==> config.mk <==
export PLATFORM = sky130hd
export DESIGN_NAME = imem_access_arbiter_flat
export DESIGN_NICKNAME = d
export VERILOG_FILES = /design/src/rtl/imem_access_arbiter_if.sv /design/src/rtl/imem_access_arbiter.sv /design/src/flat_wrapper.sv
export SDC_FILE = /design/constraint.sdc
export NUM_CORES = 1
export LEC_CHECK = 0
export BUFFER_PORTS_ARGS = -buffer_cell sky130_fd_sc_hd__clkbuf_2
export CELL_PAD_IN_SITES_DETAIL_PLACEMENT = 2
export CELL_PAD_IN_SITES_GLOBAL_PLACEMENT = 2
export CORE_UTILIZATION = 19
export DETAILED_ROUTE_END_ITERATION = 8
export PLACE_DENSITY_LB_ADDON = 0.1
export SYNTH_ARGS = -nofsm -noshare
export SYNTH_HDL_FRONTEND = slang
export SYNTH_SLANG_ARGS = --single-unit
==> constraint.sdc <==
create_clock -name clk -period 3.6 [get_ports clk]
set_input_delay 0.18 -clock clk [delete_from_list [all_inputs] [get_ports clk]]
set_output_delay 0.18 -clock clk [all_outputs]
set_load 0.02 [all_outputs]
==> src/rtl/imem_access_arbiter_if.sv <==
// Bundle of fetch, loader and instruction-memory signals shared by the arbiter.
// The arbiter takes the slave view; requesters and the memory model take the master view.
interface imem_access_arbiter_if #(
  parameter int ADDR_WIDTH = 8,
  parameter int DATA_WIDTH = 32,
  parameter int PC_WIDTH   = 32
);
  logic                  if_req_valid;
  logic                  if_req_ready;
  logic [PC_WIDTH-1:0]   if_req_pc;
  logic                  if_flush;
  logic                  if_rsp_valid;
  logic                  if_rsp_ready;
  logic [DATA_WIDTH-1:0] if_rsp_data;
  logic                  if_rsp_err;
  logic                  ld_valid;
  logic                  ld_ready;
  logic [ADDR_WIDTH-1:0] ld_addr;
  logic [DATA_WIDTH-1:0] ld_data;
  logic [ADDR_WIDTH-1:0] mem_raddr;
  logic [DATA_WIDTH-1:0] mem_rdata;
  logic [ADDR_WIDTH-1:0] mem_waddr;
  logic [DATA_WIDTH-1:0] mem_wdata;
  logic                  mem_wen;

  modport slave (
    input  if_req_valid, if_req_pc, if_flush, if_rsp_ready,
    input  ld_valid, ld_addr, ld_data, mem_rdata,
    output if_req_ready, if_rsp_valid, if_rsp_data, if_rsp_err,
    output ld_ready, mem_raddr, mem_waddr, mem_wdata, mem_wen
  );

  modport master (
    output if_req_valid, if_req_pc, if_flush, if_rsp_ready,
    output ld_valid, ld_addr, ld_data, mem_rdata,
    input  if_req_ready, if_rsp_valid, if_rsp_data, if_rsp_err,
    input  ld_ready, mem_raddr, mem_waddr, mem_wdata, mem_wen
  );
endinterface

==> src/rtl/imem_access_arbiter.sv <==
// Owns the instruction memory ports: round-robin between fetch reads and loader writes,
// with a registered fetch response, address range check and flush.
module imem_access_arbiter #(
  parameter int ADDR_WIDTH = 8,
  parameter int DATA_WIDTH = 32,
  parameter int PC_WIDTH   = 32,
  parameter int ADDR_LSB   = 2
) (
  input  logic                 clk,
  input  logic                 rst,
  imem_access_arbiter_if.slave bus
);
  localparam int IDX_TOP = ADDR_LSB + ADDR_WIDTH;

  typedef enum logic {ST_IDLE = 1'b0, ST_RESP = 1'b1} state_t;

  state_t                r_state;
  state_t                w_state_next;
  logic                  r_last_grant;
  logic [DATA_WIDTH-1:0] r_rsp_data;
  logic                  r_rsp_err;
  logic [ADDR_WIDTH-1:0] r_raddr;

  logic                  w_fe;
  logic                  w_grant_f;
  logic                  w_grant_l;
  logic                  w_oob;
  logic [ADDR_WIDTH-1:0] w_idx;

  assign w_idx = bus.if_req_pc[ADDR_LSB +: ADDR_WIDTH];

  generate
    if (PC_WIDTH > IDX_TOP) begin : g_range
      assign w_oob = |bus.if_req_pc[PC_WIDTH-1:IDX_TOP];
    end else begin : g_no_range
      assign w_oob = 1'b0;
    end
    if (ADDR_LSB > 0) begin : g_lsb
      logic w_unused_lsb;
      assign w_unused_lsb = ^bus.if_req_pc[ADDR_LSB-1:0];
    end
  endgenerate

  always_comb begin
    w_state_next     = r_state;
    w_fe             = (r_state == ST_IDLE) ||
                       (bus.if_rsp_ready && !bus.if_flush);
    // last grant 1 means the loader won last, so fetch wins a conflict
    w_grant_f        = w_fe && bus.if_req_valid && (!bus.ld_valid || r_last_grant);
    w_grant_l        = bus.ld_valid && !w_grant_f;

    bus.if_req_ready = w_grant_f;
    bus.ld_ready     = w_grant_l;
    bus.mem_wen      = w_grant_l;
    bus.mem_waddr    = w_grant_l ? bus.ld_addr : '0;
    bus.mem_wdata    = w_grant_l ? bus.ld_data : '0;
    bus.mem_raddr    = w_grant_f ? w_idx : r_raddr;
    bus.if_rsp_valid = (r_state == ST_RESP);
    bus.if_rsp_data  = r_rsp_data;
    bus.if_rsp_err   = r_rsp_err;

    if (w_grant_f) begin
      w_state_next = ST_RESP;
    end else if (r_state == ST_RESP && (bus.if_flush || bus.if_rsp_ready)) begin
      w_state_next = ST_IDLE;
    end
  end

  always_ff @(posedge clk) begin
    if (rst) begin
      r_state      <= ST_IDLE;
      r_last_grant <= 1'b1;
      r_rsp_data   <= '0;
      r_rsp_err    <= 1'b0;
      r_raddr      <= '0;
    end else begin
      r_state <= w_state_next;
      if (w_grant_f) begin
        r_last_grant <= 1'b0;
        r_rsp_data   <= w_oob ? '0 : bus.mem_rdata;
        r_rsp_err    <= w_oob;
        r_raddr      <= w_idx;
      end else if (w_grant_l) begin
        r_last_grant <= 1'b1;
      end
    end
  end
endmodule
==> src/flat_wrapper.sv <==
// flat-port wrapper written by rule: the top's interface ports become plain ports
module imem_access_arbiter_flat 
#(
  parameter int ADDR_WIDTH = 8,
  parameter int DATA_WIDTH = 32,
  parameter int PC_WIDTH   = 32,
  parameter int ADDR_LSB   = 2
)
  (clk, rst, bus_if_req_valid, bus_if_req_pc, bus_if_flush, bus_if_rsp_ready, bus_ld_valid, bus_ld_addr, bus_ld_data, bus_mem_rdata, bus_if_req_ready, bus_if_rsp_valid, bus_if_rsp_data, bus_if_rsp_err, bus_ld_ready, bus_mem_raddr, bus_mem_waddr, bus_mem_wdata, bus_mem_wen);
  imem_access_arbiter_if #(.ADDR_WIDTH(ADDR_WIDTH), .DATA_WIDTH(DATA_WIDTH), .PC_WIDTH(PC_WIDTH)) bus_i ();
  input  logic clk;
  input  logic rst;
  input wire logic [$bits(bus_i.if_req_valid)-1:0] bus_if_req_valid;
  input wire logic [$bits(bus_i.if_req_pc)-1:0] bus_if_req_pc;
  input wire logic [$bits(bus_i.if_flush)-1:0] bus_if_flush;
  input wire logic [$bits(bus_i.if_rsp_ready)-1:0] bus_if_rsp_ready;
  input wire logic [$bits(bus_i.ld_valid)-1:0] bus_ld_valid;
  input wire logic [$bits(bus_i.ld_addr)-1:0] bus_ld_addr;
  input wire logic [$bits(bus_i.ld_data)-1:0] bus_ld_data;
  input wire logic [$bits(bus_i.mem_rdata)-1:0] bus_mem_rdata;
  output wire logic [$bits(bus_i.if_req_ready)-1:0] bus_if_req_ready;
  output wire logic [$bits(bus_i.if_rsp_valid)-1:0] bus_if_rsp_valid;
  output wire logic [$bits(bus_i.if_rsp_data)-1:0] bus_if_rsp_data;
  output wire logic [$bits(bus_i.if_rsp_err)-1:0] bus_if_rsp_err;
  output wire logic [$bits(bus_i.ld_ready)-1:0] bus_ld_ready;
  output wire logic [$bits(bus_i.mem_raddr)-1:0] bus_mem_raddr;
  output wire logic [$bits(bus_i.mem_waddr)-1:0] bus_mem_waddr;
  output wire logic [$bits(bus_i.mem_wdata)-1:0] bus_mem_wdata;
  output wire logic [$bits(bus_i.mem_wen)-1:0] bus_mem_wen;
  assign bus_i.if_req_valid = bus_if_req_valid;
  assign bus_i.if_req_pc = bus_if_req_pc;
  assign bus_i.if_flush = bus_if_flush;
  assign bus_i.if_rsp_ready = bus_if_rsp_ready;
  assign bus_i.ld_valid = bus_ld_valid;
  assign bus_i.ld_addr = bus_ld_addr;
  assign bus_i.ld_data = bus_ld_data;
  assign bus_i.mem_rdata = bus_mem_rdata;
  assign bus_if_req_ready = bus_i.if_req_ready;
  assign bus_if_rsp_valid = bus_i.if_rsp_valid;
  assign bus_if_rsp_data = bus_i.if_rsp_data;
  assign bus_if_rsp_err = bus_i.if_rsp_err;
  assign bus_ld_ready = bus_i.ld_ready;
  assign bus_mem_raddr = bus_i.mem_raddr;
  assign bus_mem_waddr = bus_i.mem_waddr;
  assign bus_mem_wdata = bus_i.mem_wdata;
  assign bus_mem_wen = bus_i.mem_wen;
  imem_access_arbiter #(.ADDR_WIDTH(ADDR_WIDTH), .DATA_WIDTH(DATA_WIDTH), .PC_WIDTH(PC_WIDTH), .ADDR_LSB(ADDR_LSB)) u_core (.clk(clk), .rst(rst), .bus(bus_i));
endmodule
## Word-level counts from Yosys, hierarchy flattened

Cells that the tools add are included.

| storage, ports and cells | value |
|---|---|
| bits in registers | 43 |
| bits in latches | 0 |
| memory bits (writable) | 0 |
| bits in read-only memories | 0 |
| output and inout port bits | 85 |
| memories kept | 0 |

| operators by class | value |
|---|---|
| add/subtract/negate cells | 0 |
| multiply operators | 0 |
| divide/modulo/power cells | 0 |
| order comparisons | 0 |
| eq/ne operators | 0 |
| shift-type cells | 0 |
| muxes and demuxes | 8 |
| bitwise operators | 1 |
| reductions and logical operators | 14 |

Operator list:

| kind | number |
|---|---|
| two-way mux 32 bit | 2 |
| OR reduction 22 bit | 1 |
| two-way mux 8 bit | 2 |
| logical AND 1 bit | 5 |
| two-way mux 1 bit | 4 |
| nonzero test 2 bit | 2 |
| zero test 1 bit | 3 |
| logical OR 1 bit | 3 |
| inverter 1 bit | 1 |

## Logic depth before layout (Yosys ltp)

Gate-level depths: netlist (run 1).

| depth | value |
|---|---|
| word-level depth | 9 |
| mapped depth | 7 |
| mapped depth without buffers | 5 |

## Worst setup path before layout (run 1)

No wires, ideal clock.

| timing | value |
|---|---|
| path type | register to register |
| start point | reg u_core.r_state, in the netlist u_core.bus.if_rsp_valid |
| end point | reg u_core.r_raddr[0] |
| setup time | 128 ps |
| data arrival time | 1,473 ps |
| path slack | 1,999 ps |
| cell stages (with the launch flop) | 5 |
| path buffers | 1 |
| path through | dfxtp_1 a211o_1 buf_2 mux2_1 nor2b_1 |

| on the way | value |
|---|---|
| cells in the longest elaborated chain, start to end | 5 |

Ends and longest elaborated chain:

| item | RTL line | text |
|---|---|---|
| from (decl) | imem_access_arbiter.sv:17 | `state_t r_state;` |
| from (signal assigned) | imem_access_arbiter.sv:77 | `r_state <= w_state_next;` |
| inverter 1 bit | imem_access_arbiter.sv:46 | `w_fe = (r_state == ST_IDLE) \|\|` |
| logical OR 1 bit | imem_access_arbiter.sv:46 |  |
| logical AND 1 bit (2 in series) | imem_access_arbiter.sv:49 | `w_grant_f = w_fe && bus.if_req_valid && (!bus.ld_valid \|\| r_last_grant);` |
| two-way mux 8 bit | - |  |
| net bus_mem_raddr[0] | flat_wrapper.sv:26 | `output wire logic [$bits(bus_i.mem_raddr)-1:0] bus_mem_raddr;` |
| to (signal assigned) | imem_access_arbiter.sv:82 | `r_raddr <= w_idx;` |
| to (decl) | imem_access_arbiter.sv:22 | `logic [ADDR_WIDTH-1:0] r_raddr;` |

The timed path passes the listed nets, and every way through them passes these cells.
A chain may end at the register's enable or synchronous reset.

## Worst setup path after layout (run 1)

| timing | value |
|---|---|
| start point | in bus_ld_valid |
| end point | out bus_mem_raddr[2] |

| on the way | value |
|---|---|
| cells in the longest elaborated chain, start to end | 4 |

Ends and longest elaborated chain:

| item | RTL line | text |
|---|---|---|
| from (decl) | flat_wrapper.sv:17 | `input wire logic [$bits(bus_i.ld_valid)-1:0] bus_ld_valid;` |
| zero test 1 bit | imem_access_arbiter.sv:49 |  |
| logical OR 1 bit | imem_access_arbiter.sv:49 |  |
| logical AND 1 bit | imem_access_arbiter.sv:49 |  |
| two-way mux 8 bit | imem_access_arbiter.sv:57 | `bus.mem_raddr = w_grant_f ? w_idx : r_raddr;` |
| to (decl) | flat_wrapper.sv:26 |  |

Every way passes these cells.

==> metrics, run 1 <==
crit-path max cell delay 0.85 ns; Vias/cell 4.48; Max Cap Violations 0; ANT nets after route 0; hold_buf cts 0; IO Port Bufs 192; pwr dens 327 nW/um2; Clk Latency, worst-skew pair 0.29 ns; Final Util 28.8%; grt total ovfl 0; area grow syn2layout 47.8%; post-synthesis adder-cell area fraction 0%; Compound-Gate Fraction of Synth Area 9.13%; Clock power frac 28.3%; clock skew 0.00402 ns; r2r worst-path depth 5; Synth Net Count 355; Mapped Cells 245; post-CTS setup buffers 0; die width 107 um; syn avg cell area 8.62 um2; Starting Density 19.5%; via count 2502; worst hold stages 3; n_diodes 0; Synth cell types 27; vias in the first global route 2496; minimum clock period 2.53 ns; Final #Nets 529; switch share 30.4%; Worst Path Required 3.42 ns; leakage 1.62 nW; top cells by area, synth dfxtp_1 (41%), and3_1 (12%), nand4_1 (9.5%); Final period util 70.2%; Die Y-Extent 107 um; DR pass1 iterations 4; routability congestion estimate 0.647; combinational fraction of design power 24.0%; CP Capture Type output port; Setup Viol. Count Final 0; largest net degree at the start of global routing 65; TritonCTS sink count 43; fmax 0.396 GHz; most frequent CP cell clkbuf_2; slew margin rel. 27.4%; RSZ-0062 raised after global routing false; pre-CTS WS 1.04 ns; H-tree level count 2; Startpoint Class primary input; crit-path max FO 64; DRT iter0 DRCs 71; share of post-route cells with drive strength above 1 49.0%; Slew Viols, Final 0; worst slew pin tran 1.09 ns; peak supply drop 0.000131 V; switching pwr 0.311 mW; HPWL Detailed 6.23 mm; fin area 3120 um2; outcome complete, no violations; register area share after synthesis 40.8%; XOR/XNOR Fraction of Synth Area 0%; Total Routed Length 8.42 mm; post-route setup TNS 0 ns; worst-path cell with the longest stage delay a211o_2; Post-Synth Simple-Gate Area 34.1%; area of the mapped netlist 2110 um2; Hold WS 0.126 ns; core area 10800 um2; Synth area leader dfxtp_1; io pins 195; Global Route Usage Sum 14.2%; crit path DAT 2.35 ns; critical path class in2out; crit-path cells clkbuf_2 -> nor2b_1 -> a211o_2 -> mux2_1 -> clkbuf_2; TritonCTS clock tree yes; Sequential Power Share 47.7%; Reg clk slew, reported paths 0.08 ns; mux cell area share after synthesis 4.27%; routed length per instance 15.1 um; cts bufs inserted 5; most common library cell in the layout ignoring fill and taps clkbuf_2; internal power 0.711 mW; most frequent cells in the layout clkbuf_2 (192), dfxtp_1 (43), and3_1 (40); initial antenna violation count 0; num rows 38; Hold WC Path Type in2reg; number of synthesized register bits 43; largest family of logic cells by synthesized area simple AND/OR/NAND/NOR gates; die area 11500 um2; root buffer cell clkbuf_8; Area after DPL 3050 um2; DRC violation count after routing 0; share of the synthesized area in the top cell type 40.8%; post-cts resize count 0; first-pass GRT wire length 12.8 mm; Ys Warns 0; Max Root-Sink Buffers 2; Final Hold Vio Count 0; Final WS setup 1.07 ns
sequential cells by signal (all words and copies together) (netlist names):
name / count
u_core.bus.if_rsp_data: 32
u_core.bus.if_rsp_err: 1
u_core.bus.if_rsp_valid: 1
u_core.r_last_grant: 1
u_core.r_raddr: 8
critical path, delay by kind of cell:
family	cells	cell delay, ns
AOI/OAI and AO/OA	1	0.85
buffers and inverters	2	0.64
muxes	1	0.41
and+or+nand+nor	1	0.24
final cells by class:
type / count / area (um2)
clock buffer: 6 / 72.6
fill: 1312 / 7720
inverter: 2 / 15.0
multi-input combinational: 171 / 1000
sequential: 43 / 861
tap: 140 / 175
timing repair buffer: 196 / 991
power by group through the flow:
stage | clock network (mW) | registers (mW) | logic (mW)
floorplan | 0 | 0.500 | 0.145
global placement | 0 | 0.498 | 0.246
detailed placement | 0 | 0.499 | 0.250
CTS | 0.308 | 0.488 | 0.251
global route | 0.328 | 0.489 | 0.268
finish | 0.289 | 0.487 | 0.245
layer usage:
metal  part of all wire, %  vias up  global-route usage (%)
li1                      -     1218                       -
met1                    41     1198                    17.0
met2                    51       79                    24.8
met3                   6.6        7                    4.00
met4                   1.0        0                    3.13
met5                     0        -                       0
logic make-up after synthesis:
| family | count (synthesis) |
|---|---|
| AND/OR/NAND/NOR | 126 |
| multiplexers | 8 |
| buffers and inverters | 31 |
| AO/OA/AOI/OAI | 37 |
| flip-flops | 43 |
worst paths after layout:
path / start / endpoint / slack, ns
max reg2reg: u_core.r_last_grant / u_core.bus.if_rsp_data[17] / 1.58
max: bus_ld_valid / bus_mem_raddr[2] / 1.07
min: bus_mem_rdata[2] / u_core.bus.if_rsp_data[2] / 0.13
min reg2reg: u_core.bus.if_rsp_data[1] / u_core.bus.if_rsp_data[1] / 0.46
synthesized netlist by cell type:
library cell	count
dfxtp_1	43
and3_1	40
a21oi_1	34
nand2_1	33
nand4_1	32
clkbuf_1	12
nor2b_1	10
mux2_1	8
buf_6	6
clkbuf_8	5
nor4_1	4
buf_2	2
buf_4	2
a211o_1	1
a31oi_1	1
and2_1	1
and4_1	1
buf_8	1
clkdlybuf4s25_2	1
inv_1	1
inv_8	1
nand2b_1	1
nor2_1	1
nor3_4	1
o21bai_1	1
or3_1	1
or4_4	1
through the flow:
step | cells | power [mW]
after CTS | 558 | 1.05
after floorplan | 245 | 0.645
final | 558 | 1.02
after global routing | 558 | 1.08
after detailed placement | 552 | 0.749
after global placement | 552 | 0.744
(Power assumes the default switching activity.)
==> run 2, diff against run 1 <==
ABC_AREA = 1   (was unset)
CORE_UTILIZATION = 15   (was 19)
clock period = 2.14 ns   (was 3.6 ns; I/O delays follow)
==> metrics, run 2 <==
final-layout fill cell count 1847 (+41%); top cells by area, synth dfxtp_1 (39%), nand2_1 (16%), nor2_1 (15%); slew margin rel. 73.3% (+46 points); worst hold stages 3 (unchanged); Reg clk slew, reported paths 0.06 ns (-0.02 ns); Mapped Cells 376 (+53%); crit-path max cell delay 0.36 ns (-0.49 ns); pwr dens 632 nW/um2 (+93%); minimum clock period 1.79 ns; vias in the first global route 2801 (+12%); via count 2934 (+17%); Clk Latency, worst-skew pair 0.28 ns (about the same); TritonCTS sink count 43 (unchanged); Final Hold Vio Count 0 (unchanged); Placed Cells 738 (+34%); worst slew pin tran 0.401 ns (-0.688 ns); die area 15300 um2 (+33%); Worst Path Required 2.03 ns (-1.39 ns); Max Cap Violations 0 (unchanged); Ys Warns 0 (unchanged); routed length per instance 13.1 um (-13%); grt total ovfl 0 (unchanged); cts bufs inserted 5 (unchanged); peak supply drop 0.000266 V (+100%); Sequential Power Share 39.1% (-8.6 points); Clock power frac 32.8% (+4.5 points); ys async rst share 0% (unchanged); first-pass GRT wire length 14.0 mm (+9.2%); r2r worst-path depth 9 (+4); die width 124 um (+15%); outcome complete, no violations; most frequent cells in the layout clkbuf_2 (192), nand2_1 (97), nor2_1 (88); post-CTS setup buffers 0 (unchanged); DR pass1 iterations 3 (-1); Hold WC Path Type in2reg; Slew Viols, Final 0 (unchanged); area grow syn2layout 57.0%; Global Route Usage Sum 12.0% (-2.2 points); CP Capture Type output port; switching pwr 0.723 mW (+130%); Final period util 83.7%; share of the synthesized area in the top cell type 38.7% (-2.1 points); worst-path cell with the longest stage delay dfxtp_1; core area 14500 um2 (+34%); count leader, synth nand2_1; fmax 0.558 GHz; crit path DAT 1.68 ns (-0.67 ns); initial antenna violation count 0 (unchanged); io pins 195 (unchanged); Synth cell types 16 (-41%); routability congestion estimate 0.638 (-1.4%); Setup Viol. Count Final 0 (unchanged); register area share after synthesis 38.7% (-2.1 points); most common library cell in the layout ignoring fill and taps clkbuf_2; IO Port Bufs 192 (unchanged); most frequent CP cell nand2_2; Total Routed Length 9.74 mm (+16%); critical path class reg2out; reg-to-reg setup timing slack 0.55 ns (-1.03 ns); num rows 44 (+16%); area of the mapped netlist 2230 um2 (+5.5%); switch share 32.7% (+2.3 points); root buffer cell clkbuf_16; post-route insts no fill 744 (+33%); n_diodes 0 (unchanged); ANT nets after route 0 (unchanged); syn avg cell area 5.92 um2 (-31%); HPWL Detailed 7.69 mm (+23%); largest net degree at the start of global routing 42 (-35%); combinational fraction of design power 28.1% (+4.1 points); RSZ-0062 raised after global routing false; Largest register FFs 32 (unchanged); Startpoint Class register; crit-path cells nand2_2 -> nand2_2 -> nor2_4 -> nand2_4 -> nand2_1 -> buf_12 -> nor2_1 -> clkbuf_2; most used flip-flop cell after synthesis dfxtp_1; Die Y-Extent 124 um (+15%); Max Root-Sink Buffers 2 (unchanged); hold_buf cts 0 (unchanged); Synth Net Count 486 (+37%); internal power 1.49 mW (+110%); Vias/cell 3.94 (-12%); crit-path max FO 41 (-36%); post-route setup TNS 0 ns (unchanged); Starting Density 15.3% (-4.1 points); top post-synthesis cells by count nand2_1 (97), nor2_1 (88), inv_1 (76); TritonCTS clock tree yes; leakage 2.14 nW (+32%); DRC violation count after routing 0 (unchanged); Final #Nets 671 (+27%); H-tree level count 2 (unchanged); Synth area leader dfxtp_1; post-cts resize count 0 (unchanged); clock skew 0.00377 ns (-0.000254 ns); share of post-route cells with drive strength above 1 37.7% (-11 points); number of synthesized register bits 43 (unchanged); DRT iter0 DRCs 33 (-54%); EDFF count, synth 0 (unchanged)
-- run 2: kinds of logic after synthesis --
kind of cell	after synthesis	share of synthesized area, %
buffers and inverters	98	18.0
AO/OA/AOI/OAI	10	2.36
AND/OR/NAND/NOR	225	41.0
flip-flops	43	38.7
-- run 2: worst paths after layout --
| kind | start | to |
|---|---|---|
| setup / recovery | u_core.bus.if_rsp_valid | bus_mem_wdata[5] |
| hold / removal | bus_if_req_pc[8] | u_core.r_raddr[6] |
| hold reg to reg | u_core.bus.if_rsp_err | u_core.bus.if_rsp_err |
| setup reg to reg | u_core.bus.if_rsp_valid | u_core.bus.if_rsp_data[6] |
-- run 2: stage by stage --
step           utilization, %  hold slack (ns)  instance area [um2]  setup slack (ns)  power, mW
6_report                 24.1           0.0821                 3500             0.349       2.21
5_1_grt                  24.1           0.0897                 3500             0.196       2.36
4_1_cts                  24.1           0.0756                 3500             0.267       2.28
3_5_place_dp             23.2            0.381                 3370             0.452       1.53
3_3_place_gp             23.2            0.373                 3370             0.514       1.51
2_1_floorplan               -            0.254                 2230             0.670       1.25
-- run 2: final cells by class --
| cell class | instances | area [um2] | area share (%) |
|---|---|---|---|
| Multi-Input combinational cell | 235 | 966 | 27.6 |
| Clock buffer | 6 | 129 | 3.69 |
| Timing Repair Buffer | 198 | 1020 | 29.1 |
| Sequential cell | 43 | 861 | 24.6 |
| Inverter | 78 | 293 | 8.37 |
| Tap cell | 184 | 230 | 6.58 |
-- run 2: layer usage --
metal / part of all wire, % / vias to the layer above / track usage, %
li1: - / 1446 / -
met4: 1.1 / 0 / 3.39
met5: 0 / - / 0
met3: 12 / 6 / 4.30
met1: 37 / 1362 / 12.4
met2: 50 / 120 / 22.5
-- run 2: power by group through the flow --
stage	clock network (mW)	registers, mW	logic [mW]
after floorplan	0	0.921	0.330
after global placement	0	0.882	0.632
after detailed placement	0	0.883	0.645
after CTS	0.769	0.866	0.647
after global routing	0.794	0.870	0.699
final	0.725	0.865	0.621
-- run 2: critical path: cells and delay by family, from the launching register on --
kind	cells	cell delay, ns
and+or+nand+nor	6	0.65
buffers and inverters	2	0.39
DFF	1	0.36
